<file path="src/rtl/packet_pkg.sv">
// Shared types for the packet receiver: FSM state encoding, result codes and
// the byte parity helper.
package packet_pkg;

  typedef enum logic [2:0] {
    RX_IDLE   = 3'd0,
    RX_DATA   = 3'd1,
    RX_PARITY = 3'd2,
    RX_DRAIN  = 3'd3,
    RX_DONE   = 3'd4
  } rx_state_t;

  localparam logic [1:0] ERR_NONE   = 2'b00;
  localparam logic [1:0] ERR_PARITY = 2'b01;
  localparam logic [1:0] ERR_LENGTH = 2'b10;
  localparam logic [1:0] ERR_TRUNC  = 2'b11;

  function automatic logic byte_parity(input logic [7:0] b);
    return ^b;
  endfunction

endpackage

</file>
<file path="src/rtl/packet_rx_buffer.sv">
// Payload store: MAX_LEN x 8 RAM, one synchronous write port and one registered
// read port; reads beyond MAX_LEN return zero, same-address read sees old data.
module packet_rx_buffer #(
  parameter int MAX_LEN = 32
) (
  input  logic       Clk,
  input  logic       Rst,
  input  logic       Wr_en,
  input  logic [7:0] Wr_addr,
  input  logic [7:0] Wr_data,
  input  logic [7:0] Rd_addr,
  output logic [7:0] Rd_data
);

  localparam int         AW    = (MAX_LEN > 1) ? $clog2(MAX_LEN) : 1;
  localparam logic [8:0] LIMIT = 9'(MAX_LEN);

  logic [7:0] mem [2**AW];

  always_ff @(posedge Clk) begin
    if (Wr_en && ({1'b0, Wr_addr} < LIMIT))
      mem[Wr_addr[AW-1:0]] <= Wr_data;
  end

  always_ff @(posedge Clk) begin
    if (Rst)
      Rd_data <= 8'h00;
    else if ({1'b0, Rd_addr} < LIMIT)
      Rd_data <= mem[Rd_addr[AW-1:0]];
    else
      Rd_data <= 8'h00;
  end

endmodule

</file>
<file path="src/rtl/packet_receiver.sv">
// Receive-side framer: length byte, payload, parity check, held result until Ack.
// Define PACKET_RX_STATS_EN to add saturating Good_cnt / Err_cnt counters.
//
// state     | meaning
// RX_IDLE   | waiting for a rising In_flag carrying the length byte
// RX_DATA   | storing payload bytes until count reaches Pkt_len
// RX_PARITY | comparing the trailing byte against the running parity
// RX_DRAIN  | waiting for In_flag to drop (overlong frame or length error)
// RX_DONE   | result presented on Pkt_done/Pkt_err until Ack
module packet_receiver
  import packet_pkg::*;
#(
  parameter int MAX_LEN = 32
) (
  input  logic       Clk,
  input  logic       Rst,
  input  logic [7:0] In,
  input  logic       In_flag,
  input  logic [7:0] Rd_addr,
  output logic [7:0] Rd_data,
  output logic [7:0] Pkt_len,
  output logic       Pkt_done,
  output logic [1:0] Pkt_err,
  input  logic       Ack,
  output logic       Busy
`ifdef PACKET_RX_STATS_EN
  ,
  output logic [15:0] Good_cnt,
  output logic [15:0] Err_cnt
`endif
);

  localparam logic [8:0] LEN_LIMIT = 9'(MAX_LEN);

  rx_state_t  state;
  logic       flag_q;
  logic       parity;
  logic [7:0] count;
  logic [7:0] count_nxt;
  logic       wr_en;

  assign count_nxt = count + 8'd1;
  assign wr_en     = (state == RX_DATA) && In_flag;
  assign Busy      = (state != RX_IDLE);

  // flag_q resets high so a frame already in flight is never taken as a new start
  always_ff @(posedge Clk) begin
    if (Rst) begin
      state    <= RX_IDLE;
      flag_q   <= 1'b1;
      parity   <= 1'b0;
      count    <= 8'd0;
      Pkt_len  <= 8'd0;
      Pkt_done <= 1'b0;
      Pkt_err  <= ERR_NONE;
    end else begin
      flag_q <= In_flag;
      case (state)
        RX_IDLE: begin
          if (In_flag && !flag_q) begin
            Pkt_len <= In;
            parity  <= byte_parity(In);
            count   <= 8'd0;
            Pkt_err <= ERR_NONE;
            if ({1'b0, In} > LEN_LIMIT) begin
              Pkt_err <= ERR_LENGTH;
              state   <= RX_DRAIN;
            end else if (In == 8'd0) begin
              state <= RX_PARITY;
            end else begin
              state <= RX_DATA;
            end
          end
        end
        RX_DATA: begin
          if (In_flag) begin
            parity <= parity ^ byte_parity(In);
            count  <= count_nxt;
            if (count_nxt == Pkt_len)
              state <= RX_PARITY;
          end else begin
            Pkt_err  <= ERR_TRUNC;
            Pkt_done <= 1'b1;
            state    <= RX_DONE;
          end
        end
        RX_PARITY: begin
          if (In_flag) begin
            if (In != {7'b0, parity})
              Pkt_err <= ERR_PARITY;
            state <= RX_DRAIN;
          end else begin
            Pkt_err  <= ERR_TRUNC;
            Pkt_done <= 1'b1;
            state    <= RX_DONE;
          end
        end
        RX_DRAIN: begin
          if (!In_flag) begin
            Pkt_done <= 1'b1;
            state    <= RX_DONE;
          end
        end
        RX_DONE: begin
          // an Ack while a frame is still flowing drains it rather than joining mid-packet
          if (Ack) begin
            Pkt_done <= 1'b0;
            state    <= In_flag ? RX_DRAIN : RX_IDLE;
          end
        end
        default: state <= RX_IDLE;
      endcase
    end
  end

  packet_rx_buffer #(.MAX_LEN(MAX_LEN)) u_buffer (
    .Clk     (Clk),
    .Rst     (Rst),
    .Wr_en   (wr_en),
    .Wr_addr (count),
    .Wr_data (In),
    .Rd_addr (Rd_addr),
    .Rd_data (Rd_data)
  );

`ifdef PACKET_RX_STATS_EN
  logic done_d;

  always_ff @(posedge Clk) begin
    if (Rst) begin
      done_d   <= 1'b0;
      Good_cnt <= 16'd0;
      Err_cnt  <= 16'd0;
    end else begin
      done_d <= Pkt_done;
      if (Pkt_done && !done_d) begin
        if (Pkt_err == ERR_NONE) begin
          if (Good_cnt != 16'hFFFF) Good_cnt <= Good_cnt + 16'd1;
        end else begin
          if (Err_cnt != 16'hFFFF) Err_cnt <= Err_cnt + 16'd1;
        end
      end
    end
  end
`endif

endmodule

</file>
<file path="config.mk">
export PLATFORM = sky130hd
export DESIGN_NAME = packet_receiver
export DESIGN_NICKNAME = d
export VERILOG_FILES = /design/src/rtl/packet_pkg.sv /design/src/rtl/packet_rx_buffer.sv /design/src/rtl/packet_receiver.sv
export SDC_FILE = /design/constraint.sdc
export NUM_CORES = 1
export LEC_CHECK = 0
export ABC_CLOCK_PERIOD_IN_PS = 5800
export BUFFER_PORTS_ARGS = -buffer_cell sky130_fd_sc_hd__buf_4
export CORE_ASPECT_RATIO = 1.5
export CORE_UTILIZATION = 34
export DETAILED_ROUTE_END_ITERATION = 8
export PLACE_DENSITY = 0.55
export SLEW_MARGIN = 20
export SYNTH_ARGS = -nofsm -noshare
export SYNTH_HDL_FRONTEND = slang
export SYNTH_SLANG_ARGS = --single-unit
</file>
<file path="constraint.sdc">
create_clock -name Clk -period 5.8 [get_ports Clk]
set_input_delay 1.16 -clock Clk [delete_from_list [all_inputs] [get_ports Clk]]
set_output_delay 1.16 -clock Clk [all_outputs]
set_load 0.02 [all_outputs]
</file>
### After elaboration in Yosys (flattened, before gate mapping)

Memory sizes are Yosys's and may differ from the RTL's. A register that Yosys moved wholly into a read port is not among the register bits.
Cells that the tools add are included.

* add/subtract/negate cells: 1
* bitwise gates (word level): 2
* reduce and logical (&&, ||, !) cells: 18
* magnitude comparators: 3
* equality and inequality tests: 14
* mux-type cells: 27

Operator list (count)
* 2-to-1 mux 3 bit: 6
* < comparator 8 x 6 -> 1 bit (second input constant): 2
* 2-to-1 mux 2 bit: 8
* 2-to-1 mux 8 bit: 2
* case mux 8 bit (2 select lines): 1
* case mux 3 bit (5 select lines): 1
* != test 2 bit (second input constant): 6
* adder 8 x 1 -> 8 bit (second input constant): 1
* == test 8 bit: 1
* greater-than comparator 8 x 6 -> 1 bit (second input constant): 1
* logical NOT 8 bit: 1
* != test 8 x 1 -> 1 bit: 1
* AND reduction 4 bit: 2
* parity 8 bit: 1
* == test 3 x 2 -> 1 bit (second input constant): 2
* 2-to-1 mux 1 bit: 6
* case mux 2 bit (3 select lines): 1
* AND reduction 3 bit: 2
* nonzero test 3 bit: 2
* case mux 1 bit (2 select lines): 2
* nonzero test 2 bit: 2
* == test 3 x 1 -> 1 bit (second input constant): 1
* == test 3 bit (second input constant): 1
* logical AND 1 bit: 3
* other kinds (9): 9

* output and inout bits: 20
* bits in writable memories: 256
* memories kept: 1
* register bits: 24

Memory list
* u_buffer.mem: words 32, width 8, rd ports 1, clocked after memory_dff 1, write ports 1, RTL line packet_rx_buffer.sv:18 `logic [7:0] mem [2**AW];`

### Longest topological paths before layout

Gate-level depths: netlist of the first run.

* depth in word-level cells: 5
* depth in mapped cells: 7

### Modules after synthesis

From an unflattened synthesis of the first run, not the netlist that was laid out.

* cell total of the unflattened synthesis: 663
* area, all modules: 11751.3 um^2

Modules (own cells, without submodules)
* packet_rx_buffer: instances 1, area an instance 10219.8 um^2, cells an instance 465
* packet_receiver: instances 1, area an instance 1531.5 um^2, cells an instance 198

### Least setup slack after synthesis of the first run

Ideal clock, no wire load.

* path kind: input-to-reg
* from: input In_flag
* to: memory u_buffer.mem[14][0], enable pin
* slack: 2.880 ns
* cell stages on the path: 5
* arrival: 2.536 ns
* library setup time: 0.383 ns
* path buffers: 1
* cell sequence: nand4bb_1 -> buf_1 -> nor4_2 -> nand2_1 -> nor3_1

* longest elaborated chain between the ends: 4

Ends and longest elaborated chain
* start, declared: RTL line packet_receiver.sv:18 `input logic In_flag,`
* logical AND 1 bit: RTL line packet_receiver.sv:43 `assign wr_en = (state == RX_DATA) && In_flag;`
* logical AND 1 bit: RTL line packet_rx_buffer.sv:21 `if (Wr_en && ({1'b0, Wr_addr} < LIMIT))`
* 2-to-1 mux 1 bit: RTL line packet_rx_buffer.sv:21
* 2-to-1 mux 1 bit (not written as such): RTL line packet_rx_buffer.sv:22 `mem[Wr_addr[AW-1:0]] <= Wr_data;`
* end, declared: RTL line packet_rx_buffer.sv:18

No other way between the ends.

### Final worst setup path of the first run

* from: input In_flag
* to: memory u_buffer.mem[14][1], enable pin

Same word-level chain as after synthesis.

==> results.sh, run 1 <==
export IMPL_synth_edf_count=256
export IMPL_path_clk_slew_ns=0.07
export IMPL_period_share_pct=63.0
export IMPL_syn_area_per_cell_um2=18.0
export IMPL_drtAntennaViolNets=0
export IMPL_max_cap_viol_count=0
export IMPL_drive_gt1_share_pct=18.5
export IMPL_synth_distinct_cells=53
export IMPL_final_hold_violation_count=0
export IMPL_tritoncts="done"
export IMPL_die_h_um=230
export IMPL_routedWlPerCell_um=22.5
export IMPL_wl_um=25600
export IMPL_via_count=5962
export IMPL_port_buffers=39
export IMPL_fill_cells=3022
export IMPL_worstMarginPinSlew_ns=1.02
export IMPL_root_buffer="clkbuf_16"
export IMPL_leakage_nw=4.39
export IMPL_critical_path_peak_fanout=17
export IMPL_synthCells=655
export IMPL_postCtsSetupBuffers=0
export IMPL_dieArea_um2=35400
export IMPL_wl_met3_um=993
export IMPL_seqCellArea_um2=8330
export IMPL_place_gp_congestion=0.796
export IMPL_die_w_um=154
export IMPL_power_mw=4.59
export IMPL_yosys_top_cells_area="edfxtp_1, mux4_2, mux4_1"
export IMPL_finalSetupViolations=0
export IMPL_intPower_mw=3.54
export IMPL_grt_pass1_wl_um=39000
export IMPL_finalNetCount=723
export IMPL_dp_hpwl_um=16600
export IMPL_switching_share_pct=22.8
export IMPL_fin_setup_tns_ns=0
export IMPL_cp_data_required_time_ns=5.95
export IMPL_cts_buffers=27
export IMPL_grt_pass1_vias=6244
export IMPL_syn_num_nets=686
export IMPL_hp_class="register to register"
export IMPL_power_density_nw_per_um2=344
export IMPL_slew_headroom_pct=31.5
export IMPL_rsz0062_at_grt="false"
export IMPL_ys_seq_elements=288
export IMPL_yosys_area_top_type="edfxtp_1"
export IMPL_netlist_area_um2=11800
export IMPL_max_stage_delay_ns=0.96
export IMPL_placement_cell_area_um2=12400
export IMPL_cts_hold_buf=0
export IMPL_clock_skew_ns=0.0157
export IMPL_fin_hold_ws_ns=0.490
export IMPL_ctsResizeCount=0
export IMPL_dr_pass1_iters=5
export IMPL_async_reset_ff_share_pct=0
export IMPL_cts_sinks=288
export IMPL_status="finished, final reports clean"
export IMPL_insertion_delay_ns=0.54
export IMPL_num_io_pins=40
export IMPL_grtUsageTotal_pct=14.8
export IMPL_crit_arrival_ns=3.80
export IMPL_synthFlopType="edfxtp_1"
export IMPL_coreArea_um2=34200
export IMPL_combPwrFrac_pct=9.1
export IMPL_wl_met2_um=13400
export IMPL_critPathLaunchType="input port"
export IMPL_ys_warn_count=0
export IMPL_maxClockFrequency_mhz=274
export IMPL_endpoint_kind="register"
export IMPL_start_util_pct=34.5
export IMPL_cts_max_level=1
export IMPL_viasPerCell=5.24
export IMPL_ys_seq_area_share_pct=70.7
export IMPL_syn2layout_area_growth_pct=13.4
export IMPL_slowest_stage="nor3_1"
export IMPL_grt_ovfl_total=0
export IMPL_wl_met1_um=10600
export IMPL_grt_start_max_net_pins=65
export IMPL_synth_top_area_share_pct=65.3
export IMPL_ir_drop_uv=240
export IMPL_period_needed_ns=3.65
export IMPL_grt_antenna_before_repair=0
export IMPL_highest_layer="met4"
export IMPL_drc=0
export IMPL_path_class="input port to register"
export IMPL_path_cells="buf_4, nand4bb_1, nor4_2, nand2_1, nor3_1"
export IMPL_multi_input_area_um2=3210
export IMPL_power_frac_seq_pct=50.9
export IMPL_drv_slew=0
export IMPL_n_antenna_cell=0
export IMPL_stdcell_area_um2=13400
export IMPL_cts_buffer_depth=3
export IMPL_drtIter0Drc=496
export IMPL_switchingPower_mw=1.05
export IMPL_row_count=83
export IMPL_power_frac_clock_pct=40.0
## metal layers
metal | GRT usage (%) | up-vias
met5 | 0 | -
met4 | 4.97 | 0
met3 | 1.81 | 29
met2 | 26.3 | 142
met1 | 18.6 | 3098
li1 | - | 2693
## cells in the final DEF (no fill, tap or decap), types with 4 or more instances in the layout
cell type	synthesis	routed
inv_1	12	12
a21oi_1	22	22
bufinv_16	0	5
xnor2_1	11	11
buf_4	3	40
edfxtp_1	256	256
mux2i_1	32	32
clkbuf_16	0	27
xor2_1	6	6
nor2_1	49	49
clkinv_2	0	4
nand3_1	6	6
clkinvlp_4	0	4
ha_1	11	11
nand2_1	38	38
mux4_2	39	39
dfxtp_1	32	32
o21ai_0	8	8
nor3_1	9	9
o22a_1	9	9
o221ai_1	9	9
mux4_1	25	25
## sequential cells by signal, indices dropped and copies added, names as in the netlist
register	flops
count	8
flag_q	1
parity	1
state	3
Pkt_done	1
Pkt_len	8
u_buffer.mem	256
u_buffer.Rd_data	8
Pkt_err	2
## critical path, delay by kind of cell
family / cells / cell delay [ns]
simple gates: 4 / 2.50
buf+inv: 1 / 0.14
## Yosys cell counts, types with 11 or more instances
library cell	instances
xnor2_1	11
a21oi_1	22
nand2_1	38
ha_1	11
mux2i_1	32
edfxtp_1	256
inv_1	12
nor2_1	49
mux4_2	39
dfxtp_1	32
mux4_1	25
buf_2	12
## per-stage QoR
stage | worst slack (ns) | utilization (%) | std cells
after floorplan | 2.88 | - | 655
after global placement | 1.80 | 36.3 | 1088
after detailed placement | 1.61 | 36.3 | 1088
after CTS | 2.18 | 39.1 | 1137
after global routing | 1.89 | 39.1 | 1137
final | 2.15 | 39.1 | 1137
## path summary, 6_finish.rpt
kind         slack [ns]  cells after the start                     from                             to
max                2.15                      5                  In_flag  u_buffer.mem[14][1]$_DFFE_PP_
min                0.49                      2  Pkt_len[3]$_SDFFE_PP0P_        Pkt_len[3]$_SDFFE_PP0P_
max reg2reg        2.35                      4    state[0]$_SDFFE_PP0P_  u_buffer.mem[14][1]$_DFFE_PP_
min reg2reg        0.49                      2  Pkt_len[3]$_SDFFE_PP0P_        Pkt_len[3]$_SDFFE_PP0P_
## logic make-up after synthesis
logic type / count (synthesis) / synth area share [%]
buffers and inverters: 44 / 1.99
AO/OA/AOI/OAI: 65 / 3.66
XOR/XNOR: 17 / 1.26
flip-flops: 288 / 70.7
AND/OR/NAND/NOR: 134 / 5.44
adder cells (fa/ha/maj): 11 / 1.17
multiplexers: 96 / 15.8
## final cells by class
type                    instances  area share (%)
repair buffers                 40            2.25
inverters                      12           0.337
multi-input cells             323            24.1
clock buffers                  29            5.12
well taps                     425            3.98
clock inverters                20            1.88
flip-flops and latches        288            62.4
## power by group through the flow
stage / sequential (mW) / combinational (mW) / clock (mW)
after global routing: 2.34 / 0.462 / 1.95
after floorplan: 2.37 / 0.279 / 0
after CTS: 2.34 / 0.424 / 1.89
after global placement: 2.38 / 0.414 / 0
final: 2.34 / 0.419 / 1.84
after detailed placement: 2.38 / 0.424 / 0
Power figures use the tool's default switching activity.
==> run 2, diff against run 1 <==
--- a/config.mk
+++ b/config.mk
@@ -5,12 +5,13 @@
 export SDC_FILE = /design/constraint.sdc
 export NUM_CORES = 1
 export LEC_CHECK = 0
-export ABC_CLOCK_PERIOD_IN_PS = 5800
+export ABC_AREA = 1
+export ABC_CLOCK_PERIOD_IN_PS = 3300
 export BUFFER_PORTS_ARGS = -buffer_cell sky130_fd_sc_hd__buf_4
 export CORE_ASPECT_RATIO = 1.5
 export CORE_UTILIZATION = 34
 export DETAILED_ROUTE_END_ITERATION = 8
-export PLACE_DENSITY = 0.55
+export PLACE_DENSITY = 0.57
 export SLEW_MARGIN = 20
 export SYNTH_ARGS = -nofsm -noshare
 export SYNTH_HDL_FRONTEND = slang
==> constraint.sdc (replaced) <==
create_clock -name Clk -period 3.3 [get_ports Clk]
set_input_delay 0.66 -clock Clk [delete_from_list [all_inputs] [get_ports Clk]]
set_output_delay 0.66 -clock Clk [all_outputs]
set_load 0.02 [all_outputs]
==> results.sh, run 2 <==
export IMPL_maxClockFrequency_mhz=426
export IMPL_synth_common_cells="edfxtp_1, nor2_1, o21ai_0"
export IMPL_drtIter0Drc=603
export IMPL_worstMarginPinSlew_ns=0.798
export IMPL_via_count=8029
export IMPL_routedWlPerCell_um=21.2
export IMPL_cts_max_level=1
export IMPL_drive_gt1_share_pct=13.2
export IMPL_port_buffers=39
export IMPL_grt_pass1_vias=7913
export IMPL_row_count=83
export IMPL_synth_most_common_cell="edfxtp_1"
export IMPL_tritoncts="done"
export IMPL_insertion_delay_ns=0.54
export IMPL_status="finished, final reports clean"
export IMPL_largest_register_ffs=256
export IMPL_finalNetCount=1087
export IMPL_combPwrFrac_pct=10.1
export IMPL_cts_buffers=26
export IMPL_finalSetupViolations=0
export IMPL_n_antenna_cell=0
export IMPL_die_w_um=154
export IMPL_grt_ovfl_total=0
export IMPL_cts_buffer_depth=3
export IMPL_num_io_pins=40
export IMPL_switchingPower_mw=1.94
export IMPL_syn2layout_area_growth_pct=16.2
export IMPL_coreArea_um2=34300
export IMPL_async_reset_ff_share_pct=0
export IMPL_switching_share_pct=23.8
export IMPL_placement_cell_area_um2=12800
export IMPL_path_clk_slew_ns=0.07
export IMPL_cts_hold_buf=0
export IMPL_period_share_pct=71.1
export IMPL_syn_area_per_cell_um2=11.9
export IMPL_grtUsageTotal_pct=17.9
export IMPL_ir_drop_uv=379
export IMPL_netlist_area_um2=11800
export IMPL_hp_class="input port to register"
export IMPL_clock_skew_ns=0.0159
export IMPL_grt_pass1_wl_um=47700
export IMPL_root_buffer="clkbuf_16"
export IMPL_synth_top_area_share_pct=65.0
export IMPL_cts_sinks=288
export IMPL_multi_input_area_um2=3100
export IMPL_crit_arrival_ns=2.79
export IMPL_final_common_cell="edfxtp_1"
export IMPL_power_frac_seq_pct=50.2
export IMPL_dp_hpwl_um=20700
export IMPL_postCtsSetupBuffers=0
export IMPL_rsz0062_at_grt="false"
export IMPL_dr_pass1_iters=5
export IMPL_leakage_nw=4.60
export IMPL_viasPerCell=5.35
export IMPL_die_h_um=230
export IMPL_ctsResizeCount=0
export IMPL_seqCellArea_um2=8330
export IMPL_yosys_area_top_type="edfxtp_1"
export IMPL_synthCells=995
export IMPL_drc=0
export IMPL_fin_setup_tns_ns=0
export IMPL_path_class="input port to register"
export IMPL_synth_distinct_cells=31
export IMPL_fill_cells=3253
export IMPL_critical_path_peak_fanout=57
export IMPL_drv_slew=0
export IMPL_start_util_pct=34.5
export IMPL_final_cell_mix="edfxtp_1, nor2_1, o21ai_0, buf_4, nand2_1"
export IMPL_ys_warn_count=0
export IMPL_stdcell_area_um2=13700
export IMPL_max_cap_viol_count=0
export IMPL_final_hold_violation_count=0
export IMPL_period_needed_ns=2.35
export IMPL_power_frac_clock_pct=39.7
export IMPL_synthFlopType="edfxtp_1"
export IMPL_yosys_top_cells_area="edfxtp_1, o21ai_0, nor2_1"
export IMPL_drtAntennaViolNets=0
export IMPL_ys_seq_area_share_pct=70.4
export IMPL_dieArea_um2=35500
export IMPL_grt_antenna_before_repair=0
export IMPL_cp_data_required_time_ns=3.74
export IMPL_wl_um=31800
export IMPL_power_density_nw_per_um2=593
export IMPL_synth_edf_count=256
export IMPL_grt_start_max_net_pins=88
export IMPL_slew_headroom_pct=46.7
export IMPL_intPower_mw=6.21
export IMPL_place_gp_congestion=0.842
export IMPL_syn_num_nets=1026
export IMPL_critPathLaunchType="input port"
export IMPL_ys_seq_elements=288
export IMPL_endpoint_kind="register"
[run 2: cell types whose count changed in the layout (fill, tap and decap cells not counted), moves of 25 or more]
cell / previous run / this run
o221ai_1: 9 / 47
o21ai_0: 8 / 154
mux2i_1: 32 / 0
mux4_2: 39 / 0
buf_4: 40 / 88
mux4_1: 25 / 0
nand3_1: 6 / 63
nor2_1: 49 / 194
inv_1: 12 / 37
nand2_1: 38 / 65
[run 2: worst paths after layout]
check	startpoint	to	slack [ns]	depth (start not counted)
setup / recovery	Rd_addr[0]	u_buffer.Rd_data[5]$_SDFF_PP0_	0.95	9
hold / removal	Ack	state[2]$_SDFFE_PP0P_	0.41	4
setup reg to reg	state[1]$_SDFFE_PP0P_	u_buffer.mem[20][5]$_DFFE_PP_	1.08	7
hold reg to reg	Pkt_len[7]$_SDFFE_PP0P_	Pkt_len[7]$_SDFFE_PP0P_	0.49	2
[run 2: cell type report]
cell class              count  share of cell area, %
clock buffers              32                   5.13
well taps                 425                   3.87
clock inverters            16                   1.48
multi-input cells         609                   22.6
flip-flops and latches    288                   60.6
inverters                  40                   1.10
repair buffers             91                   5.24
[run 2: critical path, stage by stage]
cell and delay [ns]:
buf_4 0.12, clkinv_2 0.47, buf_12 0.42, o21ai_0 0.21, o22ai_1 0.09, o21ai_0 0.47, o211ai_1 0.14, nand2_1 0.10
nor2_1 0.04
[run 2: kinds of logic (layout without fill, tap and decap cells)]
group | after synthesis | after routing | synth area share (%)
xor+xnor | 5 | 5 | 0.370
compound gates | 253 | 253 | 12.6
fa+ha+maj | 11 | 11 | 1.16
flops | 288 | 288 | 70.4
buf+inv | 98 | 179 | 3.41
simple gates | 340 | 340 | 12.0
[run 2: through the flow]
stage               hold WS, ns  power (mW)  setup WS [ns]  cells  util [%]
global route              0.416        8.40          0.940   1501      40.1
global placement          0.475        4.99          0.384   1453      37.4
finish                    0.406        8.14          0.954   1501      40.1
detailed placement        0.481        5.00          0.395   1453      37.4
CTS                       0.381        8.21          0.954   1501      40.1
floorplan                 0.497        4.66           1.13    995         -
[run 2: power by group through the flow]
stage | sequential (mW) | clock [mW] | combinational (mW)
global route | 4.10 | 3.40 | 0.905
detailed placement | 4.17 | 0 | 0.831
finish | 4.09 | 3.23 | 0.825
global placement | 4.17 | 0 | 0.825
floorplan | 4.19 | 0 | 0.462
CTS | 4.09 | 3.28 | 0.833
[run 2: routing by layer]
metal  up-vias  track usage (%)  part of all wire [%]
met3        53             1.80                   3.5
met1      4026             19.6                    38
met5         -                0                     0
li1       3764                -                     -
met2       186             34.6                    55
met4         0             7.86                   3.7
